### src/rtl/uart_echo_fifo_if.sv
// Handshake bundle between the echo FIFO, the UART rx/tx pair and the board displays.
interface uart_echo_fifo_if #(
  parameter int DATA_WIDTH = 8,
  parameter int DEPTH      = 16
);
  logic                    rx_ready;
  logic [DATA_WIDTH-1:0]   rx_data;
  logic                    tx_busy;
  logic                    clear_overflow;
  logic                    tx_write;
  logic [DATA_WIDTH-1:0]   tx_data;
  logic [DATA_WIDTH-1:0]   last_data;
  logic [$clog2(DEPTH):0]  level;
  logic                    overflow;

  modport slave (
    input  rx_ready, rx_data, tx_busy, clear_overflow,
    output tx_write, tx_data, last_data, level, overflow
  );

  modport master (
    output rx_ready, rx_data, tx_busy, clear_overflow,
    input  tx_write, tx_data, last_data, level, overflow
  );
endinterface

### src/rtl/uart_echo_fifo.sv
// Buffered UART loopback: received words are queued and drained to the transmitter by a small FSM.
// Optional feature: define UART_ECHO_CRLF_EN to append an LF after every accepted CR.
module uart_echo_fifo #(
  parameter int DATA_WIDTH   = 8,
  parameter int DEPTH        = 16,
  parameter int BUSY_TIMEOUT = 4
) (
  input  logic              clk,
  input  logic              resetn,
  uart_echo_fifo_if.slave   bus
);
  localparam int AW = $clog2(DEPTH);
  localparam int LW = AW + 1;
  localparam int TW = $clog2(BUSY_TIMEOUT + 1);

  localparam logic [1:0] ST_IDLE      = 2'd0;
  localparam logic [1:0] ST_WAIT_BUSY = 2'd1;
  localparam logic [1:0] ST_WAIT_DONE = 2'd2;

  logic [DATA_WIDTH-1:0] mem [DEPTH];

  logic [AW-1:0]         wr_ptr_reg;
  logic [AW-1:0]         rd_ptr_reg;
  logic [LW-1:0]         level_reg;
  logic                  overflow_reg;
  logic [DATA_WIDTH-1:0] last_data_reg;
  logic [DATA_WIDTH-1:0] tx_data_reg;
  logic                  tx_write_reg;
  logic [1:0]            state_reg;
  logic [TW-1:0]         timer_reg;

  logic                  pop;
  logic                  push_req;
  logic                  push;
  logic                  room;
  logic                  drop;
  logic [DATA_WIDTH-1:0] push_data;

  // A pop frees a slot in the same cycle, so a full FIFO can still accept a word then.
  assign pop  = (state_reg == ST_IDLE) && (level_reg != '0) && !bus.tx_busy;
  assign room = (level_reg < LW'(DEPTH)) || pop;
  assign push = push_req && room;

`ifdef UART_ECHO_CRLF_EN
  logic lf_pending_reg;
  logic lf_pending_next;

  // The pending LF owns the write port; a colliding rx word is lost.
  assign push_req        = lf_pending_reg || bus.rx_ready;
  assign push_data       = lf_pending_reg ? DATA_WIDTH'(8'h0A) : bus.rx_data;
  assign drop            = (push_req && !room) || (lf_pending_reg && bus.rx_ready);
  assign lf_pending_next = push && !lf_pending_reg && (push_data[7:0] == 8'h0D);

  always_ff @(posedge clk or negedge resetn) begin
    if (!resetn) begin
      lf_pending_reg <= 1'b0;
    end else begin
      lf_pending_reg <= lf_pending_next;
    end
  end
`else
  assign push_req  = bus.rx_ready;
  assign push_data = bus.rx_data;
  assign drop      = push_req && !room;
`endif

  always_ff @(posedge clk) begin
    if (push) begin
      mem[wr_ptr_reg] <= push_data;
    end
  end

  always_ff @(posedge clk or negedge resetn) begin
    if (!resetn) begin
      wr_ptr_reg    <= '0;
      rd_ptr_reg    <= '0;
      level_reg     <= '0;
      overflow_reg  <= 1'b0;
      last_data_reg <= '0;
    end else begin
      if (push) begin
        wr_ptr_reg <= wr_ptr_reg + 1'b1;
      end
      if (pop) begin
        rd_ptr_reg <= rd_ptr_reg + 1'b1;
      end
      if (push && !pop) begin
        level_reg <= level_reg + 1'b1;
      end else if (pop && !push) begin
        level_reg <= level_reg - 1'b1;
      end
      // Drop beats clear when both land in the same cycle.
      if (drop) begin
        overflow_reg <= 1'b1;
      end else if (bus.clear_overflow) begin
        overflow_reg <= 1'b0;
      end
      if (bus.rx_ready) begin
        last_data_reg <= bus.rx_data;
      end
    end
  end

  always_ff @(posedge clk or negedge resetn) begin
    if (!resetn) begin
      state_reg    <= ST_IDLE;
      timer_reg    <= '0;
      tx_write_reg <= 1'b0;
      tx_data_reg  <= '0;
    end else begin
      tx_write_reg <= 1'b0;
      case (state_reg)
        ST_IDLE: begin
          if (pop) begin
            tx_data_reg  <= mem[rd_ptr_reg];
            tx_write_reg <= 1'b1;
            timer_reg    <= '0;
            state_reg    <= ST_WAIT_BUSY;
          end
        end
        ST_WAIT_BUSY: begin
          // timer_reg counts cycles since tx_write was presented.
          if (bus.tx_busy) begin
            state_reg <= ST_WAIT_DONE;
          end else if (timer_reg == TW'(BUSY_TIMEOUT - 1)) begin
            state_reg <= ST_IDLE;
          end else begin
            timer_reg <= timer_reg + 1'b1;
          end
        end
        ST_WAIT_DONE: begin
          if (!bus.tx_busy) begin
            state_reg <= ST_IDLE;
          end
        end
        default: begin
          state_reg <= ST_IDLE;
        end
      endcase
    end
  end

  assign bus.tx_write  = tx_write_reg;
  assign bus.tx_data   = tx_data_reg;
  assign bus.last_data = last_data_reg;
  assign bus.level     = level_reg;
  assign bus.overflow  = overflow_reg;

endmodule
### src/flat_wrapper.sv
// flat-port wrapper written by rule: the top's interface ports become plain ports
module uart_echo_fifo_flat 
#(
  parameter int DATA_WIDTH   = 8,
  parameter int DEPTH        = 16,
  parameter int BUSY_TIMEOUT = 4
)
  (clk, resetn, bus_rx_ready, bus_rx_data, bus_tx_busy, bus_clear_overflow, bus_tx_write, bus_tx_data, bus_last_data, bus_level, bus_overflow);
  uart_echo_fifo_if #(.DATA_WIDTH(DATA_WIDTH), .DEPTH(DEPTH)) bus_i ();
  input  logic clk;
  input  logic resetn;
  input wire logic [$bits(bus_i.rx_ready)-1:0] bus_rx_ready;
  input wire logic [$bits(bus_i.rx_data)-1:0] bus_rx_data;
  input wire logic [$bits(bus_i.tx_busy)-1:0] bus_tx_busy;
  input wire logic [$bits(bus_i.clear_overflow)-1:0] bus_clear_overflow;
  output wire logic [$bits(bus_i.tx_write)-1:0] bus_tx_write;
  output wire logic [$bits(bus_i.tx_data)-1:0] bus_tx_data;
  output wire logic [$bits(bus_i.last_data)-1:0] bus_last_data;
  output wire logic [$bits(bus_i.level)-1:0] bus_level;
  output wire logic [$bits(bus_i.overflow)-1:0] bus_overflow;
  assign bus_i.rx_ready = bus_rx_ready;
  assign bus_i.rx_data = bus_rx_data;
  assign bus_i.tx_busy = bus_tx_busy;
  assign bus_i.clear_overflow = bus_clear_overflow;
  assign bus_tx_write = bus_i.tx_write;
  assign bus_tx_data = bus_i.tx_data;
  assign bus_last_data = bus_i.last_data;
  assign bus_level = bus_i.level;
  assign bus_overflow = bus_i.overflow;
  uart_echo_fifo #(.DATA_WIDTH(DATA_WIDTH), .DEPTH(DEPTH), .BUSY_TIMEOUT(BUSY_TIMEOUT)) u_core (.clk(clk), .resetn(resetn), .bus(bus_i));
endmodule
### config.mk
export PLATFORM = sky130hd
export DESIGN_NAME = uart_echo_fifo_flat
export DESIGN_NICKNAME = d
export VERILOG_FILES = /design/src/rtl/uart_echo_fifo_if.sv /design/src/rtl/uart_echo_fifo.sv /design/src/flat_wrapper.sv
export SDC_FILE = /design/constraint.sdc
export NUM_CORES = 1
export LEC_CHECK = 0
export CAP_MARGIN = 20
export CORE_MARGIN = 3
export CORE_UTILIZATION = 55
export DETAILED_ROUTE_END_ITERATION = 16
export GPL_ROUTABILITY_DRIVEN = 0
export GPL_TIMING_DRIVEN = 0
export PLACE_DENSITY_LB_ADDON = 0.15
export SLEW_MARGIN = 30
export SYNTH_ARGS = -nofsm -noshare
export SYNTH_HDL_FRONTEND = slang
export SYNTH_SLANG_ARGS = --single-unit
### constraint.sdc
create_clock -name clk -period 6.6 [get_ports clk]
set_input_delay 1.32 -clock clk [delete_from_list [all_inputs] [get_ports clk]]
set_output_delay 1.32 -clock clk [all_outputs]
set_load 0.05 [all_outputs]
==> results.md <==
- Most Crowded Layer GR: met2
- Commonest non-fill, non-tap cell in the layout: edfxtp_1
- Row count: 39
- HP Class: flop to flop
- Initial antenna violation count: 1
- Critical path endpoint category: flop
- Hold buffer count at cts: 0
- Post-CTS sizing: 0
- Tot GR Track Use: 0.208
- Largest register FFs: between 100 and 150
- CTS Buf Count: 17
- Slew HR: 0.452
- Commonest non-fill, non-tap cells in the layout: 128 x edfxtp_1, 36 x dfrtp_1, 33 x clkdlybuf4s50_1
- GRT met2 Usage: 0.326
- VDD IR max: about 0.25 mV
- CP max stage delay: 430 ps
- Layout area overhead: 16.6%
- Max-cap check violation count: 0
- Largest net degree at the start of global routing: 27
- Drt initial violations: just under 200
- Skew final: around 13 ps
- Fin crit period: ~3700 ps
- Worst Path Buf+Inv: 2
- Syn Nets: 391
- Synth cell types: 33
- Total Wirelength: roughly 13 mm
- Comb power frac: 0.350
- Unrepaired setup endpoints after global routing: false
- Mapped Cells: 365
- Net Sw Frac: 0.331
- Syn Area/Cell: ~18 µm²
- Leak Pwr: around 2.8 nW
- R2R setup slack: ~3800 ps
- R2R depth: 10
- Hold Fails Final Rpt: 0
- Final ANT Viol Nets: 0
- Status: finished clean
- Synthesis-stage register bit count: ~160
- Vert. Die Dim: approximately 120 µm
- Tightest Pin Transition: around 800 ps
- Post-CTS setup buffers: 0
- Share of post-route cells with drive strength above 1: 0.185
- Clock-pin transition on the worst setup and hold timing paths: ~60 ps
- Cells along the critical path: clkdlybuf4s50_1 -> or3_1 -> a21boi_2 -> ha_1 -> inv_1 -> ha_1 -> a21o_1 -> a21oi_1 -> mux2i_1 -> xnor2_1
- Synth Flop Type: edfxtp_1
- Root Buffer: clkbuf_16
- Hold endpoint: u_core.bus.tx_data[0]$_DFFE_PN0P_
- Pwr/cell area: about 450 nW/µm²
- Met1 Use GR: 0.280
- Skew-Pair Late Insertion Delay: between 400 and 500 ps
- Top Family by Delay on Critical Path: compound AO/OA/AOI/OAI gates
- Warnings from Yosys: 0
- Clock Path Buffers: 2
- Endpoints failing setup: 0
- HPWL after DPL: about 8 mm
- Wire length per cell: around 22 µm
- Core area: around 12000 µm²
- Period utilization: 0.554
- Total grt overflow: 0
- CTS tree: done
- Clock power frac: 0.266
- Via count: ~3300
- Initial core utilization: 0.574
- Worst Hold Depth: 2
- M3 GR Usage: 0.0554
- Crit start category: input port
- Io pins: 36
- Flop pwr share: 0.384
- Clk sinks: roughly 160
- Arrival @ worst endpoint: 4000 ps
- Die ar.: between 10000 and 15000 µm²
- Slew Limit Fails: 0
- Sw Pwr: between 1 and 1.5 mW
- Crit Path Category: input port to flop
- DRC viols: 0
- Vias in the first global route: about 3400
- Final WS setup: ~2900 ps
- Sum Neg Setup Slack: 0 ps
- First-pass GRT wire length: slightly below 20 mm
- Worst-path fanout max: 9
- Vias per inst: 5.81
- Cell area after synthesis: around 6700 µm²
- Register area share after synthesis: 0.711
- Hold path start: u_core.bus.tx_data[0]$_DFFE_PN0P_
- Reg-to-reg startpoint: u_core.bus.level[0]$_DFFE_PN0P_
- Worst EP required: between 6000 and 7000 ps
- 1st-pass router iterations: 5
- Synth async-reset ratio: 0.220
- Cell Int Power: 2.34 mW
- Final nets: between 400 and 500
- Worst path most repeated cell: ha_1
- Max frequency: 273 MHz
- Pre-CTS setup slack: between 2000 and 3000 ps
- PortBufs: 34
- H-tree level count: 4
- Die width: approximately 120 µm
- Slowest-stage cell, CP: a21boi_2
- Reg-to-reg endpoint: u_core.bus.level[4]$_DFFE_PN0P_
- Post-synth EDFFs: roughly 130
-- power groups by stage --
stage                     Sequential, mW  Clock [mW]  Combinational (mW)
after floorplan                     1.52           0               0.722
after global placement              1.36           0                1.19
after detailed placement            1.36           0                1.23
after CTS                           1.34       0.938                1.24
after global routing                1.36       0.979                1.32
final                               1.34       0.929                1.22
-- tightest hold or removal path, delay by kind of cell, from the launching register on --
kind             cells  cell delay, ps
and+or+nand+nor      2             100
DFF                  1             340
-- kinds of logic after synthesis --
family	count (synthesis)	share of synthesized area
DFF	164	0.711
and+or+nand+nor	62	0.0401
muxes	57	0.158
AOI/OAI and AO/OA	29	0.0234
buffers and inverters	29	0.0276
adders and majority gates	13	0.0255
xor gates and xnor gates	11	0.0144
-- synth_stat cells, types with 7 or more instances --
cell type	n	share of area
edfxtp_1	128	0.58
dfrtp_1	36	0.14
nand2_1	31	0.017
mux2_2	16	0.027
mux4_1	16	0.063
mux4_2	16	0.054
nor2_1	14	0.0079
ha_1	12	0.023
a21oi_1	10	0.0075
inv_1	10	0.0056
mux2i_1	9	0.014
o21ai_0	9	0.0068
xnor2_1	9	0.012
o21ai_1	7	0.0053
-- layer usage --
layer	vias to the layer above	wire, µm
met5	-	0
met4	0	224
met3	17	694
met2	89	6280
met1	1716	5550
li1	1522	-
-- cell type report --
| class | count | area [µm²] |
|---|---|---|
| inverters | 10 | 37.5 |
| repair buffers | 35 | 355 |
| clock inverters | 12 | 114 |
| multi-input cells | 172 | 1760 |
| fillers | 782 | 3840 |
| plain buffers | 19 | 146 |
| clock buffers | 20 | 437 |
| diodes | 1 | 2.50 |
| flip-flops and latches | 164 | 4740 |
| well taps | 143 | 179 |
-- worst max-delay path by stage --
stage | depth (start not counted) | slack [ps] | to | from
after floorplan | 10 | 3210 | u_core.bus.level[4]$_DFFE_PN0P_ | bus_tx_busy
after global placement | 5 | 2340 | u_core.mem[3][2]$_DFFE_PP_ | bus_tx_busy
after detailed placement | 10 | 2510 | u_core.bus.level[4]$_DFFE_PN0P_ | bus_tx_busy
after CTS | 10 | 2950 | u_core.bus.level[4]$_DFFE_PN0P_ | bus_tx_busy
after global routing | 10 | 2800 | u_core.bus.level[4]$_DFFE_PN0P_ | bus_tx_busy
final | 10 | 2940 | u_core.bus.level[4]$_DFFE_PN0P_ | bus_tx_busy
-- per-stage QoR --
stage / hold slack (ps) / instance area [µm²] / util / std cells / power (mW)
final: 473 / 7780 / 0.670 / 576 / 3.50
after global routing: 494 / 7770 / 0.669 / 575 / 3.66
after CTS: 476 / 7770 / 0.669 / 575 / 3.52
after detailed placement: 463 / 7220 / 0.622 / 543 / 2.59
after global placement: 452 / 7190 / 0.619 / 542 / 2.55
after floorplan: 467 / 6670 / - / 365 / 2.24
Power figures use the tool's default switching activity.
